## config.mk

```make
export PLATFORM = sky130hd
export DESIGN_NAME = fetch_unit_flat
export DESIGN_NICKNAME = d
export VERILOG_FILES = /design/src/rtl/cpu_pkg.sv /design/src/rtl/fetch_unit_if.sv /design/src/rtl/fetch_unit_pc_select.sv /design/src/rtl/fetch_unit.sv /design/src/flat_wrapper.sv
export SDC_FILE = /design/constraint.sdc
export NUM_CORES = 1
export LEC_CHECK = 0
export CAP_MARGIN = 20
export CELL_PAD_IN_SITES_DETAIL_PLACEMENT = 1
export CELL_PAD_IN_SITES_GLOBAL_PLACEMENT = 1
export CORE_UTILIZATION = 34
export CTS_BUF_LIST = sky130_fd_sc_hd__clkbuf_8 sky130_fd_sc_hd__clkbuf_16
export DETAILED_ROUTE_END_ITERATION = 7
export PLACE_DENSITY_LB_ADDON = 0.1
export SETUP_SLACK_MARGIN = 0.15
export SLEW_MARGIN = 10
export SYNTH_ARGS = -nofsm -noshare
export SYNTH_HDL_FRONTEND = slang
export SYNTH_HIERARCHICAL = 1
export SYNTH_SLANG_ARGS = --single-unit
```

## constraint.sdc

```tcl
create_clock -name clk -period 8 [get_ports clk]
set_input_delay 1.6 -clock clk [delete_from_list [all_inputs] [get_ports clk]]
set_output_delay 1.6 -clock clk [all_outputs]
set_load 0.01 [all_outputs]
```

## src/rtl/cpu_pkg.sv

```systemverilog
// Shared CPU definitions: next-PC select encodings, fetch FSM states and word width.
package cpu_pkg;

  localparam int WORD_W = 32;

  localparam logic [1:0] PC_SRC_SEQ    = 2'b00;
  localparam logic [1:0] PC_SRC_TARGET = 2'b01;
  localparam logic [1:0] PC_SRC_STACK  = 2'b10;
  localparam logic [1:0] PC_SRC_HOLD   = 2'b11;

  typedef enum logic [1:0] {
    ST_IDLE  = 2'b00,
    ST_FETCH = 2'b01,
    ST_HOLD  = 2'b10,
    ST_EXEC  = 2'b11
  } fetch_state_e;

endpackage

```

## src/rtl/fetch_unit_if.sv

```systemverilog
// Instruction-memory request/ack bus plus the instruction handoff to decode.
interface fetch_unit_if;

  logic                       imem_req;
  logic [cpu_pkg::WORD_W-1:0] imem_addr;
  logic [cpu_pkg::WORD_W-1:0] imem_rdata;
  logic                       imem_ack;
  logic [cpu_pkg::WORD_W-1:0] ir_out;
  logic                       ir_valid;
  logic                       ir_ready;

  modport master (
    output imem_req, imem_addr, ir_out, ir_valid,
    input  imem_rdata, imem_ack, ir_ready
  );

  modport slave (
    input  imem_req, imem_addr, ir_out, ir_valid,
    output imem_rdata, imem_ack, ir_ready
  );

endinterface

```

## src/rtl/fetch_unit_pc_select.sv

```systemverilog
// Combinational 4:1 next-PC mux; returns the word-aligned PC and flags dropped low bits.
module pc_select
  import cpu_pkg::*;
(
  input  logic [1:0]        pc_src,
  input  logic [WORD_W-1:0] pc,
  input  logic [WORD_W-1:0] pc_plus4,
  input  logic [WORD_W-1:0] target_pc,
  input  logic [WORD_W-1:0] stack_pc,
  output logic [WORD_W-1:0] next_pc,
  output logic              misalign
);

  logic [WORD_W-1:0] sel;

  always_comb begin
    sel = pc;
    case (pc_src)
      PC_SRC_SEQ:    sel = pc_plus4;
      PC_SRC_TARGET: sel = target_pc;
      PC_SRC_STACK:  sel = stack_pc;
      PC_SRC_HOLD:   sel = pc;
      default:       sel = pc;
    endcase
  end

  assign next_pc  = {sel[WORD_W-1:2], 2'b00};
  assign misalign = |sel[1:0];

endmodule

```

## src/rtl/fetch_unit.sv

```systemverilog
// Instruction-fetch stage: owns the PC, fetches over req/ack and hands the word to decode.
module fetch_unit
  import cpu_pkg::*;
#(
  parameter logic [WORD_W-1:0] RESET_PC = 32'h0000_0000,
  parameter int                TIMEOUT  = 16
) (
  input  logic              clk,
  input  logic              rst_n,
  fetch_unit_if.master      bus,
  input  logic [1:0]        pc_src,
  input  logic [WORD_W-1:0] target_pc,
  input  logic [WORD_W-1:0] stack_pc,
  input  logic              pc_write,
  input  logic              redirect,
  input  logic [WORD_W-1:0] redirect_pc,
  output logic [WORD_W-1:0] pc_out,
  output logic [WORD_W-1:0] pc_plus4,
  output logic              misalign,
  output logic              fetch_err
);

  localparam int TO_W = $clog2(TIMEOUT + 1);

  fetch_state_e      state, state_nxt;
  logic [WORD_W-1:0] pc, stale_addr, ir_q, sel_pc;
  logic              ir_vld, drop, misalign_q, fetch_err_q, sel_misalign;
  logic [TO_W-1:0]   to_cnt;
  logic              redirect_act, commit;

  assign redirect_act = redirect && (state != ST_IDLE);
  assign commit       = pc_write && !redirect && (state == ST_EXEC);
  assign pc_plus4     = pc + 32'd4;
  assign pc_out       = pc;
  assign misalign     = misalign_q;
  assign fetch_err    = fetch_err_q;
  assign bus.ir_out   = ir_q;
  assign bus.ir_valid = ir_vld;

  pc_select u_pc_select (
    .pc_src    (pc_src),
    .pc        (pc),
    .pc_plus4  (pc_plus4),
    .target_pc (target_pc),
    .stack_pc  (stack_pc),
    .next_pc   (sel_pc),
    .misalign  (sel_misalign)
  );

  always_ff @(posedge clk) begin
    if (!rst_n) state <= ST_IDLE;
    else        state <= state_nxt;
  end

  always_comb begin
    state_nxt = state;
    case (state)
      ST_IDLE:  state_nxt = ST_FETCH;
      ST_FETCH: if (bus.imem_ack && !drop && !redirect) state_nxt = ST_HOLD;
      ST_HOLD:  if (redirect) state_nxt = ST_FETCH;
                else if (bus.ir_ready) state_nxt = ST_EXEC;
      ST_EXEC:  if (redirect || pc_write) state_nxt = ST_FETCH;
      default:  state_nxt = ST_IDLE;
    endcase
  end

  // While a redirected fetch is still outstanding, keep presenting its original address.
  always_comb begin
    bus.imem_req  = (state == ST_FETCH);
    bus.imem_addr = drop ? stale_addr : pc;
  end

  always_ff @(posedge clk) begin
    if (!rst_n) begin
      pc          <= RESET_PC;
      ir_q        <= '0;
      ir_vld      <= 1'b0;
      misalign_q  <= 1'b0;
      fetch_err_q <= 1'b0;
      to_cnt      <= '0;
      drop        <= 1'b0;
    end else begin
      if (redirect_act) begin
        pc     <= {redirect_pc[WORD_W-1:2], 2'b00};
        ir_vld <= 1'b0;
        if (|redirect_pc[1:0]) misalign_q <= 1'b1;
      end else if (commit) begin
        pc <= sel_pc;
        if (sel_misalign) misalign_q <= 1'b1;
      end

      if (state == ST_FETCH) begin
        if (bus.imem_ack) begin
          to_cnt <= '0;
          drop   <= 1'b0;
          if (!drop && !redirect) begin
            ir_q   <= bus.imem_rdata;
            ir_vld <= 1'b1;
          end
        end else begin
          if (redirect && !drop) begin
            drop       <= 1'b1;
            stale_addr <= pc;
          end
          // Timeout only flags the error; the request keeps retrying.
          if (to_cnt == TO_W'(TIMEOUT - 1)) begin
            fetch_err_q <= 1'b1;
            to_cnt      <= '0;
          end else begin
            to_cnt <= to_cnt + TO_W'(1);
          end
        end
      end

      if ((state == ST_HOLD) && bus.ir_ready && !redirect) ir_vld <= 1'b0;
    end
  end

endmodule

```

## src/flat_wrapper.sv

```systemverilog
// flat-port wrapper written by rule: the top's interface ports become plain ports
module fetch_unit_flat import cpu_pkg::*;
#(
  parameter logic [WORD_W-1:0] RESET_PC = 32'h0000_0000,
  parameter int                TIMEOUT  = 16
)
  (clk, rst_n, pc_src, target_pc, stack_pc, pc_write, redirect, redirect_pc, pc_out, pc_plus4, misalign, fetch_err, bus_imem_req, bus_imem_addr, bus_ir_out, bus_ir_valid, bus_imem_rdata, bus_imem_ack, bus_ir_ready);
  fetch_unit_if bus_i ();
  input  logic clk;
  input  logic rst_n;
  input  logic [1:0] pc_src;
  input  logic [WORD_W-1:0] target_pc;
  input  logic [WORD_W-1:0] stack_pc;
  input  logic pc_write;
  input  logic redirect;
  input  logic [WORD_W-1:0] redirect_pc;
  output logic [WORD_W-1:0] pc_out;
  output logic [WORD_W-1:0] pc_plus4;
  output logic misalign;
  output logic fetch_err;
  output wire logic [$bits(bus_i.imem_req)-1:0] bus_imem_req;
  output wire logic [$bits(bus_i.imem_addr)-1:0] bus_imem_addr;
  output wire logic [$bits(bus_i.ir_out)-1:0] bus_ir_out;
  output wire logic [$bits(bus_i.ir_valid)-1:0] bus_ir_valid;
  input wire logic [$bits(bus_i.imem_rdata)-1:0] bus_imem_rdata;
  input wire logic [$bits(bus_i.imem_ack)-1:0] bus_imem_ack;
  input wire logic [$bits(bus_i.ir_ready)-1:0] bus_ir_ready;
  assign bus_imem_req = bus_i.imem_req;
  assign bus_imem_addr = bus_i.imem_addr;
  assign bus_ir_out = bus_i.ir_out;
  assign bus_ir_valid = bus_i.ir_valid;
  assign bus_i.imem_rdata = bus_imem_rdata;
  assign bus_i.imem_ack = bus_imem_ack;
  assign bus_i.ir_ready = bus_ir_ready;
  fetch_unit #(.RESET_PC(RESET_PC), .TIMEOUT(TIMEOUT)) u_core (.clk(clk), .rst_n(rst_n), .bus(bus_i), .pc_src(pc_src), .target_pc(target_pc), .stack_pc(stack_pc), .pc_write(pc_write), .redirect(redirect), .redirect_pc(redirect_pc), .pc_out(pc_out), .pc_plus4(pc_plus4), .misalign(misalign), .fetch_err(fetch_err));
endmodule
```

Word level (Yosys, flattened, before mapping)
Cells that the tools add are included.
W data, S select, Z words.
Storage, ports and cells
  flip-flop bits (word level): 103
  input port bits: 136
  output and inout bits: 132
  logic and storage cells: 74
Operators by class
  $add $sub $neg: 2
  equal/unequal tests: 12
  muxes and demuxes: 21
  bitwise operators: 2
  reduce and logical (&&, ||, !) cells: 28
Operator list (number)
  $pmux W32 S4: 1
  $mux W32: 3
  $add A32 B3 Y32 const B: 1
  $reduce_and A3 Y1: 4
  $mux W1: 10
  $mux W5: 2
  $logic_and A1 B1 Y1: 9
  $eq A2 B2 Y1 const B: 4
  $mux W2: 4
  $pmux W2 S4: 1
  $reduce_bool A2 Y1: 4
  $reduce_or A2 Y1: 3
  $add A5 B1 Y5 const B: 1
  $eq A5 B4 Y1 const B: 1
  $eq A2 B1 Y1 const B: 2
  $logic_not A2 Y1: 2
  $ne A2 B1 Y1 const B: 2
  $ne A2 B2 Y1 const B: 2
  $reduce_and A2 Y1: 2
  $reduce_and A4 Y1: 1
  $ne A3 B3 Y1 const B: 1
  $logic_not A1 Y1: 2
  $not A1 Y1: 2
  $logic_or A1 B1 Y1: 1

Logic depth before layout (Yosys ltp)
  depth after elaboration: 6
  mapped depth: 9
  gate-level depth less buffers: 8

Cells and area by module
Netlist, hierarchy kept.
By module, submodules not included
  fetch_unit: times used 1, cells each 522, area each 5086.1 um^2, sequential area each 2462.4 um^2
  pc_select: times used 1, cells each 44, area each 794.5 um^2, sequential area each 0.0 um^2

Worst setup path after synthesis
Ideal clock, no wire load.
  kind: input to register
  start point: in bus_imem_ack
  end point: reg u_core/stale_addr[0] (netlist name)
  library setup time: 0.421 ns
  data arrival time: 3.277 ns
  required time: 7.579 ns
  path slack: 4.302 ns
  cell stages on the path: 3
  path buffers: 0
  cells stage by stage: nor2b_1 > nand3_1 > nor2_1
RTL lines
  start: declaration: line flat_wrapper.sv:26  | input wire logic [$bits(bus_i.imem_ack)-1:0] bus_imem_ack;

Worst setup path after layout
  start point: reg u_core.pc[2], in the netlist u_core/pc_out[2]
  end point: out pc_plus4[26]
On the way
  cells in the longest elaborated chain, start to end: 1
RTL lines
  start: declaration: line fetch_unit.sv:26  | logic [WORD_W-1:0] pc, stale_addr, ir_q, sel_pc;
  start signal: assignment: line fetch_unit.sv:84  | pc <= {redirect_pc[WORD_W-1:2], 2'b00};
  start signal: assignment: line fetch_unit.sv:88  | pc <= sel_pc;
  $add A32 B3 Y32: line fetch_unit.sv:33  | assign pc_plus4 = pc + 32'd4;
  end: declaration: line flat_wrapper.sv:18  | output logic [WORD_W-1:0] pc_plus4;
No other way between the ends.

==> run_summary.xml <==
<?xml version="1.0" encoding="UTF-8"?>
<metrics>
  <group name="floorplanning">
    <metric name="core.rowCount" unit="">47</metric>
    <metric name="dieHeight" unit="um">133.5</metric>
    <metric name="die_area" unit="sq um">17830</metric>
    <metric name="io_pins" unit="">268</metric>
    <metric name="fp.dieW" unit="um">133.5</metric>
    <metric name="fp.coreArea" unit="sq um">16760</metric>
    <metric name="initial_util" unit="">0.3509</metric>
  </group>
  <group name="cells_and_area">
    <metric name="final.fill_count" unit="">1833</metric>
    <metric name="final-instance-count-excl-fill" unit="">1032</metric>
    <metric name="share_of_cells_above_drive_strength_1" unit="">0.1281</metric>
    <metric name="multiInputGateArea" unit="sq um">3159</metric>
    <metric name="n_antenna_cell" unit="">0</metric>
    <metric name="finalNetCount" unit="">950</metric>
    <metric name="layout_overhead_on_the_synthesized_area" unit="%">53.57</metric>
    <metric name="sequential_cell_area" unit="sq um">2464</metric>
    <metric name="finish.instance_area" unit="sq um">9031</metric>
  </group>
  <group name="timing">
    <metric name="timing.clock.skew" unit="ns">0.01007</metric>
    <metric name="final_period_minus_worst_setup_slack" unit="ns">4.610</metric>
    <metric name="timing.final.hold_violations" unit="">0</metric>
    <metric name="final.period_utilization" unit="">0.5762</metric>
    <metric name="worst_slew_margin_rel" unit="">0.4111</metric>
    <metric name="worst_slack" unit="ns">3.390</metric>
    <metric name="fmax" unit="MHz">216.9</metric>
    <metric name="rsz0062_at_grt" unit="">no</metric>
    <metric name="finalSetupViolCount" unit="">0</metric>
    <metric name="tns" unit="ns">0</metric>
    <metric name="worst_pin_slew" unit="ns">0.8833</metric>
    <metric name="slew_violations" unit="">0</metric>
  </group>
  <group name="setup_path">
    <metric name="reg2regPathDepth" unit="">8</metric>
    <metric name="worstSetupEndpointType" unit="">output pin</metric>
    <metric name="r2r-start" unit="">u_core/pc_out[2]</metric>
    <metric name="cp_data_required_time" unit="ns">6.40</metric>
    <metric name="r2r_end" unit="">u_core/pc_out[30]</metric>
    <metric name="start_kind" unit="">flip-flop</metric>
    <metric name="reg2reg_setup_slack" unit="ns">5.07</metric>
    <metric name="timing.critical_path.fanout_max" unit="">10</metric>
    <metric name="timing_worst_setup_path_type" unit="">flip-flop to output pin</metric>
    <metric name="worstPathArrival" unit="ns">3.01</metric>
  </group>
  <group name="min_path">
    <metric name="hold_depth" unit="">2</metric>
    <metric name="hold_path_class" unit="">flip-flop to flip-flop</metric>
    <metric name="min_from" unit="">u_core/bus.ir_out[15]</metric>
    <metric name="worstHoldEndpoint" unit="">u_core/bus.ir_out[15]</metric>
  </group>
  <group name="routing">
    <metric name="detailroute.wirelength.met3" unit="um">841</metric>
    <metric name="wirelength_met1" unit="um">9044</metric>
    <metric name="totalWireLength" unit="um">20690</metric>
    <metric name="initialDrtViolationCount" unit="">194</metric>
    <metric name="total_number_of_vias" unit="">5323</metric>
    <metric name="met2_length" unit="um">10550</metric>
    <metric name="drt-pass1-iter-count" unit="">4</metric>
    <metric name="remaining_drc_errors" unit="">0</metric>
    <metric name="routed.top_layer" unit="">met4</metric>
    <metric name="drtAntennaViolNets" unit="">0</metric>
    <metric name="via_per_inst" unit="">5.158</metric>
    <metric name="route.detailed.wl_per_inst" unit="um">20.05</metric>
  </group>
  <group name="synthesis">
    <metric name="yosys_warnings" unit="">6</metric>
    <metric name="synth_area" unit="sq um">5881</metric>
    <metric name="synth.ff_latch_count" unit="">107</metric>
    <metric name="synthDominantCellAreaShare" unit="">0.2553</metric>
    <metric name="seq_area_frac_synth" unit="">0.4187</metric>
    <metric name="asyncSetResetFlopFracSynth" unit="">0</metric>
    <metric name="avgSynthCellArea" unit="sq um">10.39</metric>
    <metric name="ys_dominant_reg_cell" unit="">dfxtp_1</metric>
    <metric name="netlist_top_cells_area" unit="">dfxtp_1, edfxtp_1, mux4_2</metric>
    <metric name="synth_cell_types" unit="">43</metric>
    <metric name="syn_inst" unit="">566</metric>
    <metric name="cell_taking_the_most_area_after_synthesis" unit="">dfxtp_1</metric>
    <metric name="synth_enable_flop_cells" unit="">32</metric>
  </group>
  <group name="clock_tree">
    <metric name="tritoncts_buffers" unit="">9</metric>
    <metric name="root_buffer" unit="">clkbuf_16</metric>
    <metric name="clkSinkCount" unit="">107</metric>
    <metric name="worst_setup_hold_path_clk_slew" unit="ns">0.08</metric>
    <metric name="htreeDepth" unit="">3</metric>
    <metric name="post_cts_buffers" unit="">0</metric>
    <metric name="clock_latency" unit="ns">0.35</metric>
    <metric name="holdBufCountCts" unit="">0</metric>
    <metric name="tritoncts" unit="">built</metric>
    <metric name="postCtsResizedCells" unit="">0</metric>
    <metric name="clock_path_buffers" unit="">2</metric>
  </group>
  <group name="flow_run">
    <metric name="maxCapViolations" unit="">0</metric>
  </group>
  <group name="power">
    <metric name="power.ir.vdd_worst" unit="mV">0.1039</metric>
    <metric name="power.static_leakage" unit="nW">3.366</metric>
    <metric name="power_density" unit="nW/um^2">180.8</metric>
    <metric name="finalPower" unit="mW">1.633</metric>
  </group>
  <group name="global_route">
    <metric name="grt_pass1_vias" unit="">5581</metric>
    <metric name="globalRoute.totalOverflow" unit="">0</metric>
    <metric name="groute.usage.overall" unit="">0.2291</metric>
    <metric name="grt_first_pass_wirelength" unit="um">31290</metric>
    <metric name="grt_antenna_before_repair" unit="">0</metric>
    <metric name="grt_max_degree" unit="">44</metric>
  </group>
  <group name="place">
    <metric name="placement.setup.worst_slack" unit="ns">3.771</metric>
    <metric name="port_buffers" unit="">267</metric>
    <metric name="placed_area" unit="sq um">8647</metric>
    <metric name="post-dp-hpwl" unit="um">15010</metric>
    <metric name="gp_routability_congestion" unit="">0.7940</metric>
    <metric name="placed_cells_incl_taps" unit="">1012</metric>
  </group>
  <group name="run_status">
    <metric name="outcome" unit="">complete, no violations</metric>
  </group>
</metrics>
-- Yosys cell counts (2+ instances only) --
cell type / count
nand2_1: 86
dfxtp_1: 75
nor2_1: 42
a21oi_1: 40
edfxtp_1: 32
mux2i_1: 32
a211oi_1: 30
mux4_2: 30
clkbuf_1: 27
mux2_2: 27
xnor2_1: 14
xor2_1: 14
buf_2: 12
nand3_1: 12
inv_1: 10
nor4_2: 9
o21ai_0: 8
ha_1: 7
nand4_1: 7
nor3_1: 7
buf_4: 4
buf_6: 4
nand2b_1: 4
or2_2: 4
or3_1: 4
and4_1: 3
a21o_1: 2
and3_1: 2
nand3b_1: 2
nor2b_1: 2
nor4_4: 2
-- metrics by stage --
step                      hold WS, ns    util
after floorplan                0.4222       -
after global placement         0.4394  0.5150
after detailed placement       0.4477  0.5159
after CTS                      0.4593  0.5332
after global routing           0.4758  0.5389
final                          0.4582  0.5389
-- registers in the layout, indices dropped and copies added, names as in the netlist --
signal / cells
u_core/bus.ir_out: 32
u_core/drop: 1
u_core/stale_addr: 32
u_core/misalign: 1
u_core/bus.ir_valid: 1
u_core/state: 2
u_core/pc_out: 32
u_core/fetch_err: 1
u_core/to_cnt: 5
-- placed cells by master (no fill, tap or decap), types with 3 or more instances in the layout --
master / n
xnor2_1: 14
mux4_2: 30
clkbuf_16: 9
and4_1: 3
mux2_2: 27
nand2_1: 86
mux2i_1: 32
nand2b_1: 3
edfxtp_1: 32
nor2_1: 41
nor4_2: 9
o21ai_0: 8
nor3_1: 6
nand3_1: 12
xor2_1: 14
dfxtp_1: 74
a21oi_1: 40
a211oi_1: 30
nand4_1: 7
or3_1: 4
clkdlybuf4s50_1: 265
buf_4: 4
inv_1: 11
ha_1: 7
or2_2: 4
-- power by group --
| part | switching [mW] | total (mW) | internal, mW |
|---|---|---|---|
| registers | 0.0654 | 0.668 | 0.602 |
| logic | 0.220 | 0.527 | 0.307 |
| clock network | 0.220 | 0.438 | 0.218 |
-- area by class of cell --
class | count | area share
multi-input combinational | 402 | 0.3498
timing repair buffer | 276 | 0.3103
clock buffer | 9 | 0.02494
tap | 220 | 0.03048
sequential | 107 | 0.2728
clock inverter | 7 | 0.007066
inverter | 11 | 0.004572
-- cell families after synthesis --
family,Yosys count,share of synthesized area
muxes,90,0.2255
adders and majority gates,7,0.01489
AOI/OAI and AO/OA,86,0.09021
DFF,107,0.4187
xor gates and xnor gates,28,0.04170
buffers and inverters,58,0.04723
other,1,0.0006377
and+or+nand+nor,189,0.1611
-- worst max-delay path, stage by stage (launching register included) --
cell and delay, ns:
dfxtp_1 0.51, ha_1 0.32, nand2_1 0.13, or3_1 0.57
nor4_2 0.26, xor2_1 0.27, clkdlybuf4s50_1 0.59
-- routing by layer --
metal	track usage	vias up
met4	0.06376	0
met5	0	-
li1	-	2532
met3	0.04072	16
met2	0.4019	144
met1	0.2875	2631
-- worst max-delay path by stage --
stage	startpoint	end	slack, ns	cells after the start
floorplan	bus_imem_ack	u_core/stale_addr[0]	4.30	3
global placement	redirect	u_core/pc_out[14]	3.78	5
detailed placement	u_core/pc_out[3]	pc_plus4[26]	3.77	6
CTS	u_core/pc_out[2]	pc_plus4[26]	3.35	6
global route	u_core/pc_out[2]	pc_plus4[30]	3.20	6
finish	u_core/pc_out[2]	pc_plus4[26]	3.39	6
Note: power is estimated with default switching activity, not from simulation.
